### src/rtl/game_timer.sv
// Countdown game timer: prescaled count ticks, a run/pause/expired state machine and
// saturating bonus/penalty adjustment of the remaining time.
module game_timer #(
  parameter int WIDTH    = 8,
  parameter int INIT_VAL = 20,
  parameter int MAX_VAL  = 255,
  parameter int TICK_DIV = 100000000,
  parameter int BONUS    = 1,
  parameter int PENALTY  = 1,
  parameter int WARN_VAL = 5
) (
  input  logic             clk,
  input  logic             reset,
  input  logic             start,
  input  logic             pause,
  input  logic             bonus,
  input  logic             penalty,
  input  logic             load,
  input  logic [WIDTH-1:0] load_val,
  output logic [WIDTH-1:0] count,
  output logic             tick,
  output logic             running,
  output logic             expired,
  output logic             expire_pulse,
  output logic             warn
);

  localparam int PW = (TICK_DIV > 1) ? $clog2(TICK_DIV) : 1;
  localparam int SW = WIDTH + 2;

  localparam logic [1:0] IDLE    = 2'd0;
  localparam logic [1:0] RUN     = 2'd1;
  localparam logic [1:0] PAUSED  = 2'd2;
  localparam logic [1:0] EXPIRED = 2'd3;

  logic [1:0]       state_q, state_d;
  logic [PW-1:0]    presc_q, presc_d;
  logic [WIDTH-1:0] count_d;
  logic             tick_d, expire_pulse_d;
  logic             dec;

  logic signed [SW-1:0] cur_s, dec_s, bonus_s, penalty_s, sum;
  logic [WIDTH-1:0]     sat;

  assign dec = (presc_q == PW'(TICK_DIV - 1));

  // Headroom of two bits keeps count+BONUS and -1-PENALTY representable before saturation.
  always_comb begin
    cur_s     = $signed({2'b00, count});
    dec_s     = dec ? SW'(1) : SW'(0);
    bonus_s   = bonus ? SW'(BONUS) : SW'(0);
    penalty_s = penalty ? SW'(PENALTY) : SW'(0);
    sum       = cur_s - dec_s + bonus_s - penalty_s;
    if (sum <= $signed(SW'(0))) begin
      sat = '0;
    end else if (sum > $signed(SW'(MAX_VAL))) begin
      sat = WIDTH'(MAX_VAL);
    end else begin
      sat = sum[WIDTH-1:0];
    end
  end

  always_comb begin
    state_d        = state_q;
    presc_d        = presc_q;
    count_d        = count;
    tick_d         = 1'b0;
    expire_pulse_d = 1'b0;
    if (load) begin
      count_d = (load_val > WIDTH'(MAX_VAL)) ? WIDTH'(MAX_VAL) : load_val;
      presc_d = '0;
      state_d = IDLE;
    end else begin
      case (state_q)
        IDLE: begin
          if (start) begin
            state_d = RUN;
            presc_d = '0;
          end
        end
        PAUSED: begin
          if (start) state_d = RUN;
        end
        RUN: begin
          if (pause) begin
            state_d = PAUSED;
          end else begin
            presc_d = dec ? '0 : presc_q + PW'(1);
            tick_d  = dec;
            if (sat == '0) begin
              count_d        = '0;
              state_d        = EXPIRED;
              expire_pulse_d = 1'b1;
            end else begin
              count_d = sat;
            end
          end
        end
        default: ;
      endcase
    end
  end

  always_ff @(posedge clk) begin
    if (reset) begin
      state_q      <= IDLE;
      presc_q      <= '0;
      count        <= WIDTH'(INIT_VAL);
      tick         <= 1'b0;
      expire_pulse <= 1'b0;
    end else begin
      state_q      <= state_d;
      presc_q      <= presc_d;
      count        <= count_d;
      tick         <= tick_d;
      expire_pulse <= expire_pulse_d;
    end
  end

  assign running = (state_q == RUN);
  assign expired = (state_q == EXPIRED);
  assign warn    = running && (count <= WIDTH'(WARN_VAL));

endmodule

### config.mk
export PLATFORM = sky130hd
export DESIGN_NAME = game_timer
export DESIGN_NICKNAME = d
export VERILOG_FILES = /design/src/rtl/game_timer.sv
export SDC_FILE = /design/constraint.sdc
export NUM_CORES = 1
export LEC_CHECK = 0
export BUFFER_PORTS_ARGS = -buffer_cell sky130_fd_sc_hd__clkbuf_2
export CELL_PAD_IN_SITES_DETAIL_PLACEMENT = 0
export CELL_PAD_IN_SITES_GLOBAL_PLACEMENT = 1
export CORE_AREA = 4 4 85 87
export CTS_CLUSTER_SIZE = 20
export DETAILED_ROUTE_END_ITERATION = 10
export DIE_AREA = 0 0 89 91
export PLACE_DENSITY_LB_ADDON = 0.1
export SLEW_MARGIN = 40
export SYNTH_ARGS = -nofsm -noshare
export SYNTH_HDL_FRONTEND = slang
export SYNTH_SLANG_ARGS = --single-unit
### constraint.sdc
create_clock -name clk -period 6.65 [get_ports clk]
set_clock_uncertainty 0.2 [all_clocks]
set_input_delay 0.665 -clock clk [delete_from_list [all_inputs] [get_ports clk]]
set_output_delay 0.665 -clock clk [all_outputs]
set_load 0.02 [all_outputs]
# == Word-level counts from Yosys, hierarchy flattened ==
# Cells that the tools add are included.
# op_classes
muxes,19
magnitude_cmp,4
n_reduce_logical,12
add_sub_neg,4
n_eq_ne,9
n_bitwise,1
# op_table
op,count
27-bit two-way mux,3
8-bit two-way mux,7
27-bit case mux with 2 select lines,1
"27-bit by 1-bit adder with 27-bit output, second input constant",1
"27-bit equality test, second input constant",1
9-bit by 2-bit adder with 10-bit output,1
"10-bit by 9-bit greater-than comparator with 1-bit output, second input constant",1
"10-bit by 1-bit less-or-equal comparator with 1-bit output, second input constant",1
10-bit by 2-bit subtractor with 10-bit output,1
8-bit by 1-bit subtractor with 9-bit output,1
"8-bit greater-than comparator, second input constant",1
"8-bit by 3-bit less-or-equal comparator with 1-bit output, second input constant",1
8-bit logical NOT,1
2-bit two-way mux,3
3-bit AND reduction,2
2-bit nonzero test,3
"2-bit equality test, second input constant",2
1-bit two-way mux,4
"2-bit by 1-bit inequality test with 1-bit output, second input constant",2
"2-bit inequality test, second input constant",2
2-bit case mux with 2 select lines,1
2-bit OR reduction,2
4-bit OR reduction,1
"3-bit by 2-bit inequality test with 1-bit output, second input constant",1
5 further kinds,5
# word_totals
wordCells,54
out_inout_bits,13
ff_bits,39

# == Depth between registers and ports, before layout ==
# depth
depth_word,13
depth_mapped,21
ltp_nobuf,19

# == Least setup slack after synthesis ==
# OpenSTA, ideal clock, no wires.
# synth_path
path_type,flip-flop to flip-flop
from,register presc_q[17]
to,register expire_pulse
path_buffers,0
path_stages_with_launch,18
slack_ns,2.007
t_arrival_ns,4.373
setup_time_ns,0.070
cell_sequence,dfxtp_1 nor4b_1 nand4_1 or4_1 inv_1 ha_1 ha_1 nor3b_1 xnor2_1 inv_1 ha_1 a21o_1 or3_1 a32oi_4 xnor2_1 or3_1 or3_1 a21oi_1
# synth_via
elab_chain_len,10
word_cells_on_any_way,11
cone_classes,add/sub: 3; order compare: 2; eq/ne: 1; mux: 4; reduce/logical: 1
# synth_lines
item,line_no,source
start: declaration,37,"logic [PW-1:0] presc_q, presc_d;"
start signal: assignment,113,presc_q <= presc_d;
27-bit equality test *,45,assign dec = (presc_q == PW'(TICK_DIV - 1));
named net dec,40,logic dec;
1-bit two-way mux *,50,dec_s = dec ? SW'(1) : SW'(0);
8-bit by 1-bit subtractor with 9-bit output *,53,sum = cur_s - dec_s + bonus_s - penalty_s;
9-bit by 2-bit adder with 10-bit output *,53,
10-bit by 2-bit subtractor with 10-bit output *,53,
10-bit by 9-bit greater-than comparator with 1-bit output,56,end else if (sum > $signed(SW'(MAX_VAL))) begin
8-bit two-way mux,56,
8-bit two-way mux *,54,if (sum <= $signed(SW'(0))) begin
8-bit logical NOT *,90,if (sat == '0) begin
1-bit two-way mux *,90,
end signal: assignment,116,expire_pulse <= expire_pulse_d;
end: declaration,24,"output logic expire_pulse,"
# The timed path passes the listed nets; every way through them passes the cells marked *.
# A chain may end at the register's enable or synchronous reset.

# == Worst setup path after layout ==
# Ends and elaborated chain as after synthesis.

==> impl_metrics.json <==
{
  "fin_crit_ns": 5.38,
  "final_layout_size_suffix_gt1_frac": 0.108,
  "final_net_count": 407,
  "finalSetupTns_ns": 0,
  "cp.arrival_ns": 5.40,
  "synth_fp_nets": 386,
  "cts_root_buf": "clkbuf_8",
  "cts_made_buffers": 5,
  "cts_resized": 0,
  "grt_pass1_wl_um": 12200,
  "setup-violations-final": 0,
  "fp.dieW_um": 89,
  "hold_ws_ns": 0.309,
  "drt_pass1_iterations": 4,
  "portBuffers": 27,
  "worstReg2RegStart": "presc_q[17]",
  "drcViolationCount": 0,
  "p_per_area_nw_per_um2": 176,
  "rsz0062_at_grt": "false",
  "synth_cell_types": 62,
  "die-area_um2": 8100,
  "clk_latency_ns": 0.29,
  "vias_per_cell": 5.63,
  "routedWlPerCell_um": 15.2,
  "numClockSinks": 39,
  "p_total_mw": 0.533,
  "startpoint_type": "flop",
  "grt_usage": 0.187,
  "cp_data_required_time_ns": 6.67,
  "relSlewSlack": 0.491,
  "antenna_found_initial": 0,
  "core_um2": 6350,
  "worstReg2RegEnd": "expire_pulse",
  "via_count": 2562,
  "final_common_cell": "nor2_1",
  "end_kind": "flop",
  "drv_cap": 0,
  "min-delay-start": "presc_q[23]",
  "cts_hold_buf": 0,
  "syn_to_final_growth_pct": 8.66,
  "drv_slew": 0,
  "grt_max_degree": 24,
  "hold_end": "presc_q[23]",
  "max_freq_mhz": 186,
  "drtAntennaViolNets": 0,
  "hp-class": "reg2reg",
  "yosys_warnings": 0,
  "path_max_fanout": 13,
  "ys_ff_latch": 39,
  "clkTransAtPathRegs_ns": 0.07,
  "holdPathStages": 2,
  "start_util": 0.439,
  "hold_violations": 0,
  "dp_hpwl_um": 5530,
  "clockBufferDepth": 2,
  "overflow": 0,
  "peakVddDrop_mv": 0.131,
  "synth.cell_area_um2": 2790,
  "synth_edf_count": 0,
  "ys.flop_type": "dfxtp_1",
  "outcome": "completed",
  "worstSetupPathType": "reg2reg",
  "cts_setup_buffers": 0,
  "globalplace.congestion": 0.797,
  "p_leak_nw": 1.14,
  "wirelength_um": 6910,
  "r2r_slack_ns": 1.27,
  "final_cell_mix": "45 x nor2_1, 39 x dfxtp_1, 28 x nand2_1",
  "rr_worst_depth": 17,
  "cts.htree.levels": 2,
  "worst_slew_pin_slew_ns": 0.762,
  "rows": 29,
  "cts_tree": "built",
  "die_h_um": 91,
  "synthCells": 358,
  "synth-async-reset-ratio": 0,
  "n_antenna_cell": 0,
  "fill_cells": 682,
  "synth.yosys.seq_area_share": 0.280,
  "avgSynthCellArea_um2": 7.79,
  "min_period_over_period": 0.809,
  "pin_count": 28,
  "grt_pass1_vias": 2578,
  "first_iter_violations": 66
}
stage by stage:
stage	util	worst slack [ns]	area [um2]	std cells
after global placement	0.466	1.40	2960	449
after floorplan	-	2.01	2790	358
after CTS	0.477	1.28	3030	455
final	0.477	1.27	3030	455
after global routing	0.477	0.862	3030	455
after detailed placement	0.466	1.33	2960	449
critical path: stages (launching register included):
cell and delay [ns]:
dfxtp_1 0.37, nor4b_1 0.34, nand4_1 0.13, or4_1 0.58
inv_1 0.09, ha_1 0.22, ha_1 0.45, nor3b_1 0.48
xnor2_1 0.20, inv_1 0.06, ha_1 0.34, a21o_1 0.21
or3_1 0.39, a32oi_4 0.35, xnor2_1 0.09, or3_1 0.30
or3_1 0.35, a21oi_1 0.16
report_power, final:
part / leakage, nW / switching, mW / internal, mW
Clock: 0.0371 / 0.0763 / 0.0699
Combinational: 0.785 / 0.0818 / 0.0569
Sequential: 0.316 / 0.0111 / 0.237
metal layers:
metal	routed length, um	GRT usage	vias up	share of wire
met1	3030	0.235	1210	0.44
li1	-	-	1308	-
met2	3550	0.323	33	0.51
met4	160	0.0608	0	0.023
met5	0	0	-	0
met3	168	0.0281	11	0.024
registers in the layout, summed over array words and instances, names as in the netlist:
register / count
presc_q: 27
count: 8
state_q: 2
expire_pulse: 1
tick: 1
worst max-delay path by stage:
stage                startpoint            to  slack, ns  depth (start not counted)
CTS                 presc_q[17]  expire_pulse       1.28                         17
global route        presc_q[18]  expire_pulse       0.86                         17
global placement    presc_q[17]  expire_pulse       1.40                         17
finish              presc_q[17]  expire_pulse       1.27                         17
floorplan           presc_q[17]  expire_pulse       2.01                         17
detailed placement  presc_q[17]  expire_pulse       1.33                         17
synth_stat cells (3+ instances only):
| library cell | n | share of area |
|---|---|---|
| nor4b_1 | 3 | 0.0094 |
| nand3_1 | 13 | 0.023 |
| nor3_1 | 13 | 0.023 |
| o22ai_1 | 4 | 0.0090 |
| nand2_1 | 28 | 0.038 |
| and3_1 | 6 | 0.013 |
| ha_1 | 12 | 0.054 |
| nand4_1 | 5 | 0.011 |
| nor4_1 | 3 | 0.0067 |
| clkbuf_1 | 7 | 0.0094 |
| nor2_1 | 45 | 0.061 |
| or3_1 | 6 | 0.013 |
| xor2_1 | 15 | 0.047 |
| a21oi_1 | 17 | 0.031 |
| o211ai_1 | 4 | 0.011 |
| mux2i_1 | 4 | 0.014 |
| a31oi_1 | 5 | 0.011 |
| inv_1 | 19 | 0.026 |
| or2_1 | 3 | 0.0067 |
| dfxtp_1 | 39 | 0.28 |
| a22oi_1 | 6 | 0.016 |
| a21o_1 | 5 | 0.013 |
| nor2b_1 | 6 | 0.013 |
| and2_1 | 5 | 0.011 |
| nand2b_1 | 7 | 0.016 |
| o21ai_1 | 4 | 0.0072 |
| o21ai_0 | 8 | 0.014 |
| xnor2_1 | 18 | 0.057 |
kinds of logic (layout without fill, tap and decap cells):
family | after synthesis | after routing | share of synthesized area
xor gates and xnor gates | 33 | 33 | 0.104
and+or+nand+nor | 159 | 159 | 0.299
AOI/OAI and AO/OA | 75 | 75 | 0.186
adders and majority gates | 13 | 13 | 0.0610
buffers and inverters | 34 | 54 | 0.0507
DFF | 39 | 39 | 0.280
muxes | 5 | 5 | 0.0197
layout make-up:
type                    count  area (um2)  area share
clock buffers               6        72.6      0.0239
inverters                  21        78.8      0.0260
multi-input cells         285        1870       0.616
flip-flops and latches     39         781       0.258
well taps                  77        96.3      0.0318
repair buffers             27         135      0.0446
Note: power is estimated with default switching activity, not from simulation.
